$ cat src/rtl/disp_pkg.sv
// disp_pkg: shared digit codes, converter FSM states and scratch sizing helper
package disp_pkg;

    localparam logic [3:0] DIG_BLANK = 4'hF;
    localparam logic [3:0] DIG_ERR   = 4'hE;

    typedef enum logic [1:0] {IDLE, SHIFT, FINISH} cnv_state_t;

    // Number of decimal digits needed to hold 2**width-1
    function automatic int ndig_full(input int width);
        logic [63:0] v;
        int          n;
        v = (64'd1 << width) - 64'd1;
        n = 1;
        for (int i = 0; i < 20; i++) begin
            if (v >= 64'd10) begin
                v = v / 64'd10;
                n++;
            end
        end
        return n;
    endfunction

endpackage

$ cat src/rtl/bcd_adjust_digit.sv
// bcd_adjust_digit: double-dabble add-3 correction for one BCD nibble
module bcd_adjust_digit (
    input  logic [3:0] din,
    output logic [3:0] dout
);

    assign dout = din >= 4'd5 ? din + 4'd3 : din;

endmodule

$ cat src/rtl/bin_to_bcd_display.sv
// bin_to_bcd_display: iterative binary-to-BCD converter feeding 7-segment decoders.
// Optional macro LEADING_BLANK_EN blanks leading zero digits (units digit always shown).
module bin_to_bcd_display
    import disp_pkg::*;
#(
    parameter int WIDTH  = 16,
    parameter int DIGITS = 4
) (
    input  logic                  clk,
    input  logic                  rst,
    input  logic                  start,
    input  logic [WIDTH-1:0]      bin_in,
    output logic                  busy,
    output logic                  done,
    output logic                  overflow,
    output logic [4*DIGITS-1:0]   digits
);

    // Scratch is padded up to DIGITS so the presented slice always exists
    localparam int NDIG = ndig_full(WIDTH) > DIGITS ? ndig_full(WIDTH) : DIGITS;
    localparam int SW   = 4 * NDIG;
    localparam int CW   = $clog2(WIDTH + 1);
    localparam logic [63:0] LIMIT = 64'd10 ** DIGITS;

    cnv_state_t          state_q, state_d;
    logic [WIDTH-1:0]    sh_q, sh_d;
    logic [SW-1:0]       scr_q, scr_d, adj;
    logic [CW-1:0]       cnt_q, cnt_d;
    logic                ovf_r_q, ovf_r_d;
    logic                busy_q, busy_d;
    logic                done_q, done_d;
    logic                overflow_q, overflow_d;
    logic [4*DIGITS-1:0] digits_q, digits_d, shown;

    for (genvar i = 0; i < NDIG; i++) begin : g_adj
        bcd_adjust_digit u_adj (
            .din  (scr_q[4*i +: 4]),
            .dout (adj[4*i +: 4])
        );
    end

    // Presented digits, with optional blanking of leading zeros above the units digit
`ifdef LEADING_BLANK_EN
    logic lead;
    always_comb begin
        shown = scr_q[4*DIGITS-1:0];
        lead  = 1'b1;
        for (int i = DIGITS - 1; i >= 1; i--) begin
            lead = lead && (shown[4*i +: 4] == 4'h0);
            if (lead) shown[4*i +: 4] = DIG_BLANK;
        end
    end
`else
    always_comb begin
        shown = scr_q[4*DIGITS-1:0];
    end
`endif

    // Next-state and next-output logic of the conversion FSM
    always_comb begin
        state_d    = state_q;
        sh_d       = sh_q;
        scr_d      = scr_q;
        cnt_d      = cnt_q;
        ovf_r_d    = ovf_r_q;
        done_d     = 1'b0;
        overflow_d = overflow_q;
        digits_d   = digits_q;
        case (state_q)
            IDLE: begin
                if (start) begin
                    sh_d    = bin_in;
                    scr_d   = '0;
                    cnt_d   = '0;
                    ovf_r_d = 64'(bin_in) >= LIMIT;
                    state_d = SHIFT;
                end
            end
            SHIFT: begin
                {scr_d, sh_d} = {adj, sh_q} << 1;
                cnt_d         = cnt_q + 1'b1;
                state_d       = cnt_q == CW'(WIDTH - 1) ? FINISH : SHIFT;
            end
            FINISH: begin
                digits_d   = ovf_r_q ? {DIGITS{DIG_ERR}} : shown;
                overflow_d = ovf_r_q;
                done_d     = 1'b1;
                state_d    = IDLE;
            end
            default: state_d = IDLE;
        endcase
        busy_d = state_d != IDLE;
    end

    // State and output registers; reset aborts any conversion and darkens the display
    always_ff @(posedge clk) begin
        if (rst) begin
            state_q    <= IDLE;
            sh_q       <= '0;
            scr_q      <= '0;
            cnt_q      <= '0;
            ovf_r_q    <= 1'b0;
            busy_q     <= 1'b0;
            done_q     <= 1'b0;
            overflow_q <= 1'b0;
            digits_q   <= {DIGITS{DIG_BLANK}};
        end else begin
            state_q    <= state_d;
            sh_q       <= sh_d;
            scr_q      <= scr_d;
            cnt_q      <= cnt_d;
            ovf_r_q    <= ovf_r_d;
            busy_q     <= busy_d;
            done_q     <= done_d;
            overflow_q <= overflow_d;
            digits_q   <= digits_d;
        end
    end

    assign busy     = busy_q;
    assign done     = done_q;
    assign overflow = overflow_q;
    assign digits   = digits_q;

endmodule

$ cat config.mk
export PLATFORM = sky130hd
export DESIGN_NAME = bin_to_bcd_display
export DESIGN_NICKNAME = d
export VERILOG_FILES = /design/src/rtl/disp_pkg.sv /design/src/rtl/bcd_adjust_digit.sv /design/src/rtl/bin_to_bcd_display.sv
export SDC_FILE = /design/constraint.sdc
export NUM_CORES = 1
export LEC_CHECK = 0
export ABC_AREA = 1
export ABC_CLOCK_PERIOD_IN_PS = 1600
export CAP_MARGIN = 40
export CORE_ASPECT_RATIO = 1.4
export CORE_MARGIN = 4
export CORE_UTILIZATION = 30
export DETAILED_ROUTE_END_ITERATION = 8
export HOLD_SLACK_MARGIN = 0.02
export MAX_ROUTING_LAYER = met4
export PLACE_DENSITY_LB_ADDON = 0.12
export REMOVE_ABC_BUFFERS = 1
export SLEW_MARGIN = 20
export SYNTH_ARGS = -nofsm -noshare
export SYNTH_HDL_FRONTEND = slang
export SYNTH_SLANG_ARGS = --single-unit
$ cat constraint.sdc
create_clock -name clk -period 1.6 [get_ports clk]
set_input_delay 0.24 -clock clk [delete_from_list [all_inputs] [get_ports clk]]
set_output_delay 0.24 -clock clk [all_outputs]
set_load 0.01 [all_outputs]
# Word level (Yosys, flattened, before mapping)
# Cells that the tools add are included.
# op_classes
eq_ne	4
n_addsub	6
order_cmp	6
n_mul	0
mux	16
shift	0
bitwise_logic	0
reduce_logical	5
n_div	0
# op_table
operator	count
20-bit case mux with 2 select lines	1
16-bit 2-to-1 mux	2
16-bit case mux with 2 select lines	1
4-bit by 3-bit >= comparator with 1-bit output, second input constant	5
20-bit 2-to-1 mux	1
4-bit by 2-bit adder with 4-bit output, second input constant	4
16-bit by 14-bit >= comparator with 1-bit output, second input constant	1
4-bit 2-to-1 mux	4
5-bit case mux with 2 select lines	1
5-bit by 1-bit adder with 5-bit output, second input constant	1
5-bit by 4-bit equality test with 1-bit output, second input constant	1
5-bit 2-to-1 mux	1
2-bit 2-to-1 mux	2
2-bit case mux with 2 select lines	1
2-bit AND reduction	2
2-bit nonzero test	2
3-bit by 2-bit adder with 3-bit output, second input constant	1
3-bit 2-to-1 mux	1
2-bit by 1-bit equality test with 1-bit output, second input constant	1
2-bit equality test, second input constant	1
2-bit logical NOT	1
2-bit inequality test, second input constant	1
1-bit 2-to-1 mux	1
# totals
romBits	0
ramBits	0
latch_bits	0
output_inout_bits	19
mem_count	0
input_bits	19
regBits	63

# Depth between registers and ports, before layout
# logic_depth
depth_word	4
ltp_mapped	9
ltp_nobuf	9

# Modules after synthesis
# A second synthesis with hierarchy kept.
# unflattened
cells_unflattened	427
hier_area_um2	2937.8
# modules_own_cells
mod	n_inst	area_per_inst_um2	cells_each
bin_to_bcd_display	1	2397.3	335
bcd_adjust_digit	4	135.1	23

# Least setup slack after synthesis
# No wires, ideal clock.
# synth_path
path_type	flip-flop to flip-flop
start	register cnt_q[0]
end	register cnt_q[4]
required_time_ns	1.530
stages_incl_launch_ff	7
period_less_slack_ns	1.354
slack_ns	0.246
n_path_buf	0
arrival_ns	1.285
path_cell_list	dfxtp_1 > ha_1 > inv_1 > nor3_1 > ha_1 > or2_2 > a21oi_1
# synth_via
elab_chain_cells	2
# synth_lines
element	line	source
start: declaration	bin_to_bcd_display.sv:28	logic [CW-1:0] cnt_q, cnt_d;
start signal: assignment	bin_to_bcd_display.sv:111	cnt_q <= cnt_d;
5-bit by 1-bit adder with 5-bit output	bin_to_bcd_display.sv:81	cnt_d = cnt_q + 1'b1;
5-bit case mux with 2 select lines	bin_to_bcd_display.sv:69	case (state_q)
# No other way between the ends.
# A chain may end at the register's enable or synchronous reset.

# Worst setup path after layout
# layout_path
start	register digits_q[6] (netlist: digits[6])
end	output port digits[6]
# layout_rtl
element	line	source
start: declaration	bin_to_bcd_display.sv:33	logic [4*DIGITS-1:0] digits_q, digits_d, shown;
start signal: assignment	bin_to_bcd_display.sv:106	digits_q <= {DIGITS{DIG_BLANK}};
start signal: assignment	bin_to_bcd_display.sv:116	digits_q <= digits_d;
end: declaration	bin_to_bcd_display.sv:16	output logic [4*DIGITS-1:0] digits
# No word-level cell between the ends.

==> flow_summary.json <==
{
  "rows": 40,
  "die-height_um": 121,
  "wl_per_cell_um": 12.7,
  "rr_startpoint": "cnt_q[0]",
  "vdd_drop_max_mv": 0.662,
  "ant_nets": 0,
  "drive_above_1_share_pct": 8.94,
  "relSlewSlack_pct": 76.1,
  "powerDensity_mw_per_mm2": 1040,
  "finalWeightedCongestion": 0.828,
  "dieArea_mm2": 0.0106,
  "p_leak_nw": 1.43,
  "die_x_um": 88.4,
  "grt_antenna_before_repair": 0,
  "drt_iter0_drc": 110,
  "synthesis.area_mm2": 0.00271,
  "num_vias": 2488,
  "cp.arrival_ns": 1.21,
  "grt_usage_pct": 13.9,
  "crit_end": "digits[6]",
  "drc": 0,
  "port_buffers": 37,
  "cts.repair.resized": 0,
  "synth_cell_type_count": 29,
  "synth_cells": 367,
  "setup_tns_ns": 0,
  "grt_max_degree": 34,
  "finalSetupViolations": 0,
  "viasPerCell": 4.79,
  "io_pins": 38,
  "r2r-end": "cnt_q[4]",
  "synth_area_per_cell_um2": 7.39,
  "postSynthRegisterBits": 59,
  "critPathCaptureType": "output port",
  "tightest_slew_ns": 0.359,
  "cp_slowest_stage_delay_ns": 0.55,
  "post-route-min-period_ns": 1.45,
  "critPathMaxFanout": 2,
  "cp.buffers_inverters": 1,
  "clock_skew_ns": 0.00612,
  "grt_pass1_vias": 2384,
  "hold_viol": 0,
  "clock.fmax_ghz": 0.691,
  "cp-start-kind": "register",
  "path_depth": 1,
  "cp_slowest_cell": "clkdlybuf4s50_1",
  "clk_pin_slew_worst_paths_ns": 0.05,
  "cts_tree": "yes",
  "hpwl_um": 4600,
  "drt_pass1_iterations": 4,
  "cts_root_buf": "clkbuf_16",
  "core_mm2": 0.00871,
  "grt_overflow_total": 0,
  "status": "finished, final reports clean",
  "antennaDiodeCount": 0,
  "cts_buffers": 9,
  "cts_sinks": 59,
  "ys_warn_count": 0,
  "yosysSeqAreaShare_pct": 43.5,
  "worstPathRequired_ns": 1.36,
  "drt_wl_total_um": 6590,
  "reg2reg_depth": 6,
  "h-tree-depth": 3,
  "hold_class": "reg2reg",
  "cts_max_path_buffers": 2,
  "fin_util_pct": 40.3,
  "postCtsHoldBufs": 0,
  "post-route-period-util_pct": 90.4,
  "startpoint": "digits[6]",
  "fillers": 948,
  "rrSetupSlack_ns": 0.17,
  "crit_type": "reg2out",
  "insertion_delay_ns": 0.32,
  "slew_violations": 0,
  "post_cts_buffers": 0,
  "cp_top_family": "buffers and inverters",
  "nets": 439,
  "area_growth_pct": 29.2,
  "cp_cell_sequence": "clkdlybuf4s50_1",
  "initial_core_util_pct": 31.1,
  "grt_pass1_wl_um": 11300,
  "max_cap_violations": 0,
  "rsz0062_at_grt": "no"
}
==> worst min-delay path: cells and delay by family (launching register included) <==
kind	cells	cell delay, ns
buffers and inverters	1	0.05
DFF	1	0.30
AOI/OAI and AO/OA	1	0.05
==> Yosys cell counts <==
library cell / number / area (um^2)
nand2_4: 1 / 11.3
clkbuf_1: 4 / 15.0
dfxtp_1: 59 / 1180
ha_1: 10 / 125
nor3_1: 2 / 10.0
o211ai_1: 5 / 37.5
inv_2: 3 / 11.3
clkinv_1: 1 / 3.75
a31oi_1: 13 / 81.3
o21ai_1: 2 / 10.0
nand4_1: 9 / 56.3
buf_2: 1 / 5.00
buf_4: 1 / 7.51
o21ai_4: 1 / 16.3
buf_1: 2 / 7.51
or2_2: 2 / 12.5
nor2_1: 24 / 90.1
o21a_1: 2 / 15.0
nand3b_1: 1 / 7.51
o21ai_0: 25 / 125
and2_0: 1 / 6.26
a21oi_1: 25 / 125
inv_4: 1 / 6.26
nor2_4: 1 / 11.3
nand3_2: 1 / 10.0
nand3_1: 27 / 135
inv_1: 29 / 109
nand2_1: 107 / 402
buf_6: 7 / 78.8
==> layout make-up <==
cell class / instances / area (um^2) / share of cell area (%)
Clock buffer: 14 / 294 / 8.39
Clock inverter: 1 / 5.00 / 0.143
Inverter: 34 / 130 / 3.71
Multi-Input combinational cell: 259 / 1290 / 36.9
Sequential cell: 59 / 1180 / 33.7
Tap cell: 105 / 131 / 3.75
Timing Repair Buffer: 47 / 470 / 13.4
==> power breakdown <==
group	total, mW	leakage [nW]	internal [mW]	switching (mW)
Sequential	1.53	0.480	1.51	0.0261
Clock	1.86	0.151	1.25	0.617
Combinational	0.232	0.794	0.103	0.129
Total	3.63	1.43	2.86	0.772
==> how the worst min path moves through the flow <==
stage	startpoint	to	slack, ns	cells past startpoint
2_1_floorplan	rst	cnt_q[1]	0.31	1
4_1_cts	sh_q[13]	sh_q[13]	0.44	2
6_report	sh_q[13]	sh_q[13]	0.44	2
5_1_grt	bin_in[0]	sh_q[0]	0.47	3
3_5_place_dp	sh_q[13]	sh_q[13]	0.44	2
3_3_place_gp	sh_q[13]	sh_q[13]	0.43	2
==> per-layer routing <==
layer / global-route usage [%] / up-vias / wire length, um
met5: - / - / 0
met4: 6.24 / 0 / 112
met3: 2.45 / 11 / 272
met2: 21.7 / 56 / 3140
met1: 17.3 / 1123 / 3070
li1: - / 1298 / -
==> cell families (layout without fill, tap and decap cells) <==
logic type	count (synthesis)	count (layout)	synth area share (%)
DFF	59	59	43.5
buffers and inverters	49	96	8.99
AOI/OAI and AO/OA	73	73	15.1
and+or+nand+nor	176	176	27.7
adders and majority gates	10	10	4.61
==> cells in the final DEF (no fill, tap or decap), types with 5 or more instances in the layout <==
cell	n
inv_1	29
dfxtp_1	58
a21oi_1	25
buf_4	8
clkbuf_16	9
nor2_1	24
a31oi_1	13
ha_1	10
nand2_1	107
nand4_1	9
nand3_1	27
o21ai_0	25
clkbuf_8	5
o211ai_1	5
clkdlybuf4s50_1	37
==> per-stage QoR <==
step / setup WS (ns) / hold slack (ns) / instances / instance area [um^2] / total power [mW]
2_1_floorplan: 0.246 / 0.309 / 352 / 2600 / 1.66
3_5_place_dp: 0.0908 / 0.436 / 504 / 3200 / 1.80
6_report: 0.154 / 0.444 / 519 / 3510 / 3.63
4_1_cts: 0.0786 / 0.443 / 519 / 3500 / 3.69
5_1_grt: 0.00367 / 0.466 / 519 / 3510 / 3.79
3_3_place_gp: 0.136 / 0.429 / 504 / 3200 / 1.80
==> state kept, by name, summed over array words and instances (netlist names) <==
| signal | count |
|---|---|
| cnt_q | 5 |
| ovf_r_q | 1 |
| state_q | 2 |
| scr_q | 16 |
| digits | 16 |
| overflow | 1 |
| sh_q | 16 |
| done | 1 |
| busy | 1 |
Power figures use the tool's default switching activity.
